[config.mk]
export PLATFORM = sky130hd
export DESIGN_NAME = psram_fetch_scheduler
export DESIGN_NICKNAME = d
export VERILOG_FILES = /design/src/rtl/fetch_pkg.sv /design/src/rtl/fetch_arbiter.sv /design/src/rtl/psram_fetch_scheduler.sv
export SDC_FILE = /design/constraint.sdc
export NUM_CORES = 1
export LEC_CHECK = 0
export ABC_CLOCK_PERIOD_IN_PS = 6300
export CAP_MARGIN = 25
export CORE_MARGIN = 4
export CORE_UTILIZATION = 51
export DETAILED_ROUTE_END_ITERATION = 12
export PLACE_DENSITY = 0.86
export REMOVE_ABC_BUFFERS = 1
export SYNTH_ARGS = -nofsm -noshare
export SYNTH_HDL_FRONTEND = slang
export SYNTH_SLANG_ARGS = --single-unit
[constraint.sdc]
create_clock -name sys_clk -period 6.3 [get_ports sys_clk]
set_input_delay 0.63 -clock sys_clk [delete_from_list [all_inputs] [get_ports sys_clk]]
set_output_delay 0.63 -clock sys_clk [all_outputs]
set_load 0.02 [all_outputs]
[src/rtl/fetch_pkg.sv]
// Shared types and widths for the PSRAM fetch scheduler.
package fetch_pkg;

   localparam int unsigned ADDR_W = 23;
   localparam int unsigned DATA_W = 16;

   typedef enum logic [1:0] {
      ST_IDLE,
      ST_REQ,
      ST_BURST,
      ST_FINISH
   } fetch_state_t;

   typedef enum logic {
      REQ_LINE,
      REQ_DBG
   } req_id_t;

endpackage

[src/rtl/fetch_arbiter.sv]
// Pending-request latches, starvation counter and line/debug grant selection.
module fetch_arbiter
   import fetch_pkg::*;
#(
   parameter int unsigned STARVE_LIMIT = 4
) (
   input  logic              sys_clk,
   input  logic              Reset,
   input  logic              lineReq,
   input  logic [6:0]        lineNum,
   input  logic              dbgReq,
   input  logic [ADDR_W-1:0] dbgAddr,
   input  logic              grantEn,
   output logic              grant,
   output req_id_t           grantId,
   output logic [6:0]        grantLineNum,
   output logic [ADDR_W-1:0] grantDbgAddr,
   output logic              linePend,
   output logic              overrun
);

   localparam int unsigned SW = $clog2(STARVE_LIMIT + 2);

   logic              dbgPend;
   logic [6:0]        pendLineNum;
   logic [ADDR_W-1:0] pendDbgAddr;
   logic [SW-1:0]     starveCnt;
   logic              anyLine, anyDbg, lineGrant, dbgGrant;

   // A fresh pulse in IDLE is granted directly so mem_req follows one cycle later.
   always_comb begin
      anyLine      = linePend | lineReq;
      anyDbg       = dbgPend | dbgReq;
      grant        = grantEn & (anyLine | anyDbg);
      grantId      = (anyDbg && (!anyLine || starveCnt == SW'(STARVE_LIMIT))) ? REQ_DBG : REQ_LINE;
      lineGrant    = grant && (grantId == REQ_LINE);
      dbgGrant     = grant && (grantId == REQ_DBG);
      grantLineNum = linePend ? pendLineNum : lineNum;
      grantDbgAddr = dbgPend ? pendDbgAddr : dbgAddr;
   end

   always_ff @(posedge sys_clk or posedge Reset) begin
      if (Reset) begin
         linePend    <= 1'b0;
         dbgPend     <= 1'b0;
         pendLineNum <= '0;
         pendDbgAddr <= '0;
         starveCnt   <= '0;
         overrun     <= 1'b0;
      end else begin
         linePend <= lineGrant ? (linePend & lineReq) : (linePend | lineReq);
         if (lineReq)
            pendLineNum <= lineNum;
         if (lineReq && linePend && !lineGrant)
            overrun <= 1'b1;
         dbgPend <= dbgGrant ? (dbgPend & dbgReq) : (dbgPend | dbgReq);
         if (dbgReq && (!dbgPend || dbgGrant))
            pendDbgAddr <= dbgAddr;
         if (dbgGrant)
            starveCnt <= '0;
         else if (lineGrant && anyDbg && starveCnt != SW'(STARVE_LIMIT))
            starveCnt <= starveCnt + 1'b1;
      end
   end

endmodule

[src/rtl/psram_fetch_scheduler.sv]
// Shares the PSRAM controller read port between the VGA line fetcher and the debug word reader.
module psram_fetch_scheduler
   import fetch_pkg::*;
#(
   parameter int unsigned       WORDS_PER_LINE = 64,
   parameter logic [ADDR_W-1:0] IMG_STRIDE     = 23'h004000,
   parameter int unsigned       LINE_STRIDE    = 64,
   parameter int unsigned       STARVE_LIMIT   = 4
) (
   input  logic              sys_clk,
   input  logic              Reset,
   input  logic [1:0]        img_sel,
   input  logic              line_req,
   input  logic [6:0]        line_num,
   output logic              line_busy,
   output logic              line_ready,
   output logic              line_bank,
   output logic              lb_we,
   output logic [7:0]        lb_waddr,
   output logic [DATA_W-1:0] lb_wdata,
   input  logic              dbg_req,
   input  logic [ADDR_W-1:0] dbg_addr,
   output logic              dbg_valid,
   output logic [DATA_W-1:0] dbg_rdata,
   output logic              mem_req,
   output logic [ADDR_W-1:0] mem_addr,
   output logic [7:0]        mem_len,
   input  logic              mem_ack,
   input  logic              mem_dvalid,
   input  logic [DATA_W-1:0] mem_data,
   input  logic              mem_done,
   output logic              overrun,
   output logic              len_err
);

   fetch_state_t      state, stateNext;
   req_id_t           curId, grantId;
   logic              grant, linePend, wrBank, accept;
   logic [6:0]        grantLineNum;
   logic [ADDR_W-1:0] grantDbgAddr, lineAddr;
   logic [7:0]        cnt, cntNext;

   fetch_arbiter #(
      .STARVE_LIMIT(STARVE_LIMIT)
   ) u_arbiter (
      .sys_clk      (sys_clk),
      .Reset        (Reset),
      .lineReq      (line_req),
      .lineNum      (line_num),
      .dbgReq       (dbg_req),
      .dbgAddr      (dbg_addr),
      .grantEn      (state == ST_IDLE),
      .grant        (grant),
      .grantId      (grantId),
      .grantLineNum (grantLineNum),
      .grantDbgAddr (grantDbgAddr),
      .linePend     (linePend),
      .overrun      (overrun)
   );

   always_comb begin
      stateNext = state;
      case (state)
         ST_IDLE:   if (grant) stateNext = ST_REQ;
         ST_REQ:    if (mem_ack) stateNext = ST_BURST;
         ST_BURST:  if (mem_done) stateNext = ST_FINISH;
         ST_FINISH: stateNext = ST_IDLE;
         default:   stateNext = ST_IDLE;
      endcase

      lineAddr   = ADDR_W'(32'(img_sel) * 32'(IMG_STRIDE) + 32'(grantLineNum) * 32'(LINE_STRIDE));
      accept     = (state == ST_BURST) && mem_dvalid && (cnt < mem_len);
      cntNext    = cnt + 8'(accept);
      mem_req    = (state == ST_REQ);
      lb_we      = accept && (curId == REQ_LINE);
      lb_waddr   = lb_we ? {wrBank, cnt[6:0]} : '0;
      lb_wdata   = lb_we ? mem_data : '0;
      line_ready = (state == ST_FINISH) && (curId == REQ_LINE);
      dbg_valid  = (state == ST_FINISH) && (curId == REQ_DBG);
      line_busy  = linePend || ((state != ST_IDLE) && (curId == REQ_LINE));
   end

   always_ff @(posedge sys_clk or posedge Reset) begin
      if (Reset) begin
         state     <= ST_IDLE;
         curId     <= REQ_LINE;
         mem_addr  <= '0;
         mem_len   <= '0;
         wrBank    <= 1'b0;
         line_bank <= 1'b0;
         cnt       <= '0;
         dbg_rdata <= '0;
         len_err   <= 1'b0;
      end else begin
         state <= stateNext;
         case (state)
            ST_IDLE: begin
               if (grant) begin
                  curId <= grantId;
                  cnt   <= '0;
                  if (grantId == REQ_LINE) begin
                     mem_addr <= lineAddr;
                     mem_len  <= 8'(WORDS_PER_LINE);
                     wrBank   <= ~line_bank;
                  end else begin
                     mem_addr <= grantDbgAddr;
                     mem_len  <= 8'd1;
                  end
               end
            end
            ST_BURST: begin
               cnt <= cntNext;
               if (accept && curId == REQ_DBG && cnt == 8'd0)
                  dbg_rdata <= mem_data;
               // Excess words are dropped; a short burst is caught on mem_done.
               if (mem_dvalid && !accept)
                  len_err <= 1'b1;
               if (mem_done && cntNext != mem_len)
                  len_err <= 1'b1;
            end
            ST_FINISH: begin
               if (curId == REQ_LINE)
                  line_bank <= wrBank;
            end
            default: ;
         endcase
      end
   end

endmodule

==> results of run 1 <==
==> registers in the layout (all words and copies together) (netlist names) <==
| register | cells |
|---|---|
| len_err | 1 |
| dbg_rdata | 16 |
| line_bank | 1 |
| u_arbiter.starveCnt | 3 |
| wrBank | 1 |
| mem_len | 2 |
| u_arbiter.linePend | 1 |
| mem_addr | 23 |
| u_arbiter.dbgPend | 1 |
| state | 2 |
| u_arbiter.pendLineNum | 7 |
| u_arbiter.overrun | 1 |
| u_arbiter.pendDbgAddr | 23 |
| cnt | 8 |
==> logic make-up (layout without fill, tap and decap cells) <==
group | count (synthesis) | count (layout) | share of synthesized area
and+or+nand+nor | 100 | 100 | 0.117
DFF | 90 | 90 | 0.513
muxes | 78 | 78 | 0.191
AOI/OAI and AO/OA | 61 | 61 | 0.0928
buffers and inverters | 40 | 159 | 0.0464
adders and majority gates | 12 | 12 | 0.0330
xor gates and xnor gates | 3 | 3 | 0.00598
other | 1 | 6 | 0.000853
==> power groups by stage <==
stage | Sequential (uW) | Clock [uW] | Combinational [uW]
CTS | 958 | 418 | 1210
detailed placement | 969 | 0 | 1210
global placement | 955 | 0 | 1160
floorplan | 1090 | 0 | 578
finish | 959 | 406 | 1200
global route | 990 | 442 | 1310
==> final timing paths <==
| check | from | to | slack [ns] | depth (start not counted) |
|---|---|---|---|---|
| min | u_arbiter.overrun$_DFFE_PP0P_ | u_arbiter.overrun$_DFFE_PP0P_ | 0.48 | 1 |
| max | state[0]$_DFFE_PP0P_ | lb_wdata[11] | 2.20 | 6 |
| max in group asynchronous | Reset | u_arbiter.dbgPend$_DFF_PP0_ | 5.05 | 4 |
| min reg2reg | u_arbiter.overrun$_DFFE_PP0P_ | u_arbiter.overrun$_DFFE_PP0P_ | 0.48 | 1 |
| min in group asynchronous | Reset | dbg_rdata[0]$_DFFE_PP0P_ | 0.63 | 3 |
| max reg2reg | state[0]$_DFFE_PP0P_ | len_err$_DFFE_PP0P_ | 2.53 | 11 |
==> placed cells by master, fill, tap and decap left out, drive strengths merged, types with 7 or more instances in the layout <==
master / netlist / layout
and2: 23 / 23
clkbuf: 8 / 9
clkdlybuf4s50: 0 / 127
dfrtp: 90 / 90
ha: 10 / 10
inv: 12 / 14
mux2: 48 / 48
mux2i: 30 / 30
nand2: 38 / 38
nor2: 14 / 14
o21ai: 33 / 33
o221ai: 7 / 7
==> area by class of cell <==
| class | instances | area share |
|---|---|---|
| Sequential cell | 90 | 0.380 |
| Inverter | 12 | 0.00782 |
| Tap cell | 105 | 0.0222 |
| Clock buffer | 9 | 0.0209 |
| Timing Repair Buffer | 131 | 0.224 |
| Multi-Input combinational cell | 260 | 0.330 |
| Clock inverter | 7 | 0.0142 |
==> metal layers <==
| metal | global-route usage | up-vias |
|---|---|---|
| li1 | - | 1585 |
| met1 | 0.260 | 1594 |
| met2 | 0.340 | 140 |
| met3 | 0.0657 | 15 |
| met4 | 0.0736 | 0 |
| met5 | 0 | - |
==> through the flow <==
step	util	hold WS (ns)	instance area, um2	total power (uW)
finish	0.714	0.476	5920	2560
global route	0.714	0.497	5920	2740
CTS	0.714	0.483	5920	2590
detailed placement	0.689	0.462	5720	2180
global placement	0.684	0.457	5670	2120
floorplan	-	0.458	4250	1670
==> worst max-delay path, cell delays in order, from the launching register on <==
cell             delay (ns)
dfrtp_1                0.41
inv_1                  0.13
ha_1                   0.36
or4b_1                 0.62
nor3_2                 0.74
and2_1                 0.24
clkdlybuf4s50_1        0.60
==> flow_metrics.tcl, run 1 <==
set metrics [dict create \
    max_slew_margin 0.384 \
    wl_met1_mm 4.23 \
    p_leak_uw 0.00268 \
    path_clk_slew_ns 0.10 \
    synth_flop_cell "dfrtp_1" \
    synthArstFlopShare 1.00 \
    cts-root-buf "clkbuf_8" \
    hold_violations 0 \
    grt_max_degree 68 \
    coreArea_um2 8300 \
    cts_tree "built" \
    highest_layer "met4" \
    h-tree-depth 3 \
    fin_tns_setup_ns 0 \
    yosysSeqAreaShare 0.513 \
    dr_wl_met3_mm 1.03 \
    cp_max_fo 23 \
    dp_slack_ns 2.26 \
    crit_path_end_kind "primary output" \
    io_buffers 127 \
    cts_sinks 90 \
    fp.dieW_um 101 \
    wl_per_cell_um 16.6 \
    synth_edf_count 0 \
    place_inst 598 \
    drc 0 \
    outcome "finished, final reports clean" \
    combPwrFrac 0.467 \
    dieArea_um2 10200 \
    detail_route.iter0.violations 148 \
    wl_met2_mm 4.78 \
    io_pins 134 \
    yosys_warnings 0 \
    ctsResizeCount 0 \
    critPathKind "flip-flop to primary output" \
    grt-ovfl-total 0 \
    setup_ws_ns 2.20 \
    rows 33 \
    seq_area_um2 2250 \
    p_per_area_nw_per_um2 432 \
    ys_types 52 \
    p_clk_frac 0.159 \
    hpwl_mm 7.68 \
    postCtsSetupRepairBufs 0 \
    netlist_instances 385 \
    cp_data_required_time_ns 5.67 \
    setup_viol 0 \
    drive_gt1_frac 0.149 \
    ys_top_cells_by_area "dfrtp_1 51%, mux2_2 12%, mux2i_1 6.8%" \
    p_sw_frac 0.382 \
    fp.dieH_um 101 \
    ys_seq_elements 90 \
    internal_power_uw 1580 \
    gp_congestion 0.809 \
    layout_min_cycle_time_ns 4.10 \
    track_usage 0.208 \
    synthesis.area_um2 4390 \
    multi_input_comb_area_um2 1960 \
    maxCapViolCount 0 \
    synth_top_cell_by_area "dfrtp_1" \
    first_pass_iters 4 \
    synth_top_area_frac 0.513 \
    finalNonFillerCells 614 \
    via_count 3334 \
    cts_buffers 9 \
    fmax_mhz 244 \
    power_frac_seq 0.375 \
    min_period_over_period 0.652 \
    drv_slew 0 \
    drt_wl_total_mm 10.2 \
    antenna_found_initial 0 \
    min_path_type "flip-flop to flip-flop" \
    worstSkewPairLatency_ns 0.36 \
    ir_drop_mv 0.224 \
    antenna_cells 0 \
    postSynthAreaPerCell_um2 11.4 \
    nets 569 \
    synthTopCellsByCount "90 x dfrtp_1, 48 x mux2_2, 37 x nand2_1" \
    grt_first_pass_wirelength_mm 16.8 \
    ant_nets 0 \
    avgViaCountPerCell 5.43 \
    clk_path_buf_depth 2 \
    cts-hold-fix-buffers 0 \
    initial_core_util 0.529 \
    p_sw_uw 978 \
    grt_pass1_vias 3393 \
    synthMostInstantiatedCell "dfrtp_1" \
    fin_skew_ns 0.0119 \
    rsz0062_at_grt "no" \
    syn_to_final_growth_pct 34.8 \
    cp.arrival_ns 3.47 \
    fill_cells 593 \
    worst_pin_slew_ns 0.920 \
    critPathLaunchType "flip-flop" \
]
(Power assumes the default switching activity.)
==> run 2, diff against run 1 <==
--- a/config.mk
+++ b/config.mk
@@ -5,12 +5,12 @@
 export SDC_FILE = /design/constraint.sdc
 export NUM_CORES = 1
 export LEC_CHECK = 0
-export ABC_CLOCK_PERIOD_IN_PS = 6300
+export ABC_CLOCK_PERIOD_IN_PS = 3400
 export CAP_MARGIN = 25
 export CORE_MARGIN = 4
-export CORE_UTILIZATION = 51
+export CORE_UTILIZATION = 43
 export DETAILED_ROUTE_END_ITERATION = 12
-export PLACE_DENSITY = 0.86
+export PLACE_DENSITY = 0.77
 export REMOVE_ABC_BUFFERS = 1
 export SYNTH_ARGS = -nofsm -noshare
 export SYNTH_HDL_FRONTEND = slang
==> constraint.sdc (replaced) <==
create_clock -name sys_clk -period 3.4 [get_ports sys_clk]
set_input_delay 0.34 -clock sys_clk [delete_from_list [all_inputs] [get_ports sys_clk]]
set_output_delay 0.34 -clock sys_clk [all_outputs]
set_load 0.02 [all_outputs]
==> flow_metrics.tcl, run 2 (synthesized netlist as in run 1, its figures left out) <==
set metrics [dict create \
    outcome "finished, final reports clean" \
    p_sw_uw 1800 \
    nets 577 \
    layout_commonest_cell "clkdlybuf4s50_1" \
    gp_congestion 0.961 \
    timing.rr.start "cnt[6]$_DFFE_PP0P_" \
    hold_violations 0 \
    fmax_mhz 311 \
    drv_slew 0 \
    grt_max_degree 51 \
    place_inst 634 \
    p_clk_frac 0.137 \
    detail_route.iter0.violations 134 \
    startpoint "cnt[6]$_DFFE_PP0P_" \
    cp_max_fo 8 \
    crit_path_end_kind "flip-flop" \
    fill_cells 789 \
    ff2ff_setup_slack_ns 0.18 \
    p_leak_uw 0.00269 \
    worst_pin_slew_ns 0.861 \
    cts_buffers 9 \
    drc 0 \
    io_pins 134 \
    setup_ws_ns 0.182 \
    rows 36 \
    avgViaCountPerCell 5.28 \
    reg2regPathDepth 10 \
    cp.arrival_ns 3.46 \
    p_sw_frac 0.383 \
    first_pass_iters 4 \
    min_period_over_period 0.947 \
    finalNonFillerCells 650 \
    grt-ovfl-total 0 \
    initial_core_util 0.445 \
    hpwl_mm 7.99 \
    wl_per_cell_um 16.6 \
    drt_wl_total_mm 10.8 \
    cts_sinks 90 \
    path_cells "ha_1, or4b_1, a21oi_1, ha_2, ha_1, nand3_1, nor2_2, mux2_2, o41a_1, o22a_1" \
    via_count 3429 \
    track_usage 0.184 \
    combPwrFrac 0.488 \
    cts-root-buf "clkbuf_8" \
    worstSkewPairLatency_ns 0.34 \
    postCtsSetupRepairBufs 0 \
    reg_top3 "mem_addr (23), u_arbiter.pendDbgAddr (23), dbg_rdata (16)" \
    seq_area_um2 2250 \
    grt_pass1_vias 3457 \
    max_stage_delay_ns 0.52 \
    ant_nets 0 \
    whs_ns 0.465 \
    ir_drop_mv 0.495 \
    max_slew_margin 0.425 \
    critPathLaunchType "flip-flop" \
    h-tree-depth 3 \
    syn_to_final_growth_pct 35.9 \
    critPathKind "flip-flop to flip-flop" \
    grt_first_pass_wirelength_mm 17.2 \
    internal_power_uw 2900 \
    dieArea_um2 11900 \
    power_frac_seq 0.375 \
    io_buffers 127 \
    dp_slack_ns -0.00882 \
    cp_data_required_time_ns 3.64 \
    crit_slowest_cell "or4b_1" \
    antenna_cells 0 \
    p_per_area_nw_per_um2 787 \
    maxCapViolCount 0 \
    fin_skew_ns 0.00589 \
    layout_min_cycle_time_ns 3.22 \
    setup_viol 0 \
    cts_tree "built" \
    path_clk_slew_ns 0.08 \
    crit_top_cell "ha_1" \
    final_cell_mix "127 x clkdlybuf4s50_1, 90 x dfrtp_1, 48 x mux2_2" \
    multi_input_comb_area_um2 1960 \
    clk_path_buf_depth 2 \
    min_path_type "input pin to async pin" \
    coreArea_um2 9860 \
    drive_gt1_frac 0.164 \
    fp.dieH_um 109 \
    fp.dieW_um 109 \
    r2r-end "len_err$_DFFE_PP0P_" \
    antenna_found_initial 0 \
]
[run 2: cell count changes in the layout (fill, tap and decap cells not counted), moves of 2 or more]
cell / before / now
buf_4: 2 / 11
clkinv_2: 1 / 4
clkinv_4: 2 / 0
inv_6: 2 / 0
[run 2: cell type report]
cell class                 count  area share
timing repair buffer         139       0.230
inverter                      12     0.00775
sequential                    90       0.377
multi-input combinational    260       0.329
tap                          133      0.0279
clock inverter                 5     0.00503
clock buffer                  11      0.0237
[run 2: layer usage]
layer  vias to the layer above  wire length (um)  track usage
met5                         -                 0            0
met1                      1659              4360        0.222
met2                       159              5020        0.303
met3                        15              1290       0.0864
met4                         0               121       0.0370
li1                       1596                 -            -
[run 2: timing repair]
action                     4_1_cts  5_1_grt
setup endpoints to repair        0        1
resized for setup                0        2
hold endpoints to repair         0        0
hold buffers                     0        0
[run 2: worst max path at each step]
stage	to	slack (ns)	cells past startpoint
after floorplan	len_err$_DFFE_PP0P_	0.03	11
final	len_err$_DFFE_PP0P_	0.18	10
after CTS	len_err$_DFFE_PP0P_	0.13	10
after global routing	len_err$_DFFE_PP0P_	-0.009	10
after global placement	len_err$_DFFE_PP0P_	0.13	11
after detailed placement	len_err$_DFFE_PP0P_	-0.009	11
[run 2: worst max-delay path: cells and delay by family, from the launching register on]
family,cells,cell delay [ns]
fa+ha+maj,3,0.64
mux,1,0.37
simple gates,3,0.84
compound gates,3,0.77
flops,1,0.48
[run 2: metrics by stage]
step / area [um2] / TNS (ns) / total power (uW) / utilization
final: 5970 / 0 / 4700 / 0.605
after global routing: 5970 / -0.00908 / 5040 / 0.605
after CTS: 5970 / 0 / 4750 / 0.605
after detailed placement: 5800 / -0.00882 / 4090 / 0.588
after global placement: 5800 / 0 / 4020 / 0.588
after floorplan: 4250 / 0 / 3090 / -
[run 2: power by group through the flow]
stage	sequential [uW]	clock (uW)	combinational, uW
5_1_grt	1820	713	2510
4_1_cts	1770	668	2320
2_1_floorplan	2020	0	1070
3_5_place_dp	1780	0	2310
6_report	1760	644	2290
3_3_place_gp	1770	0	2260
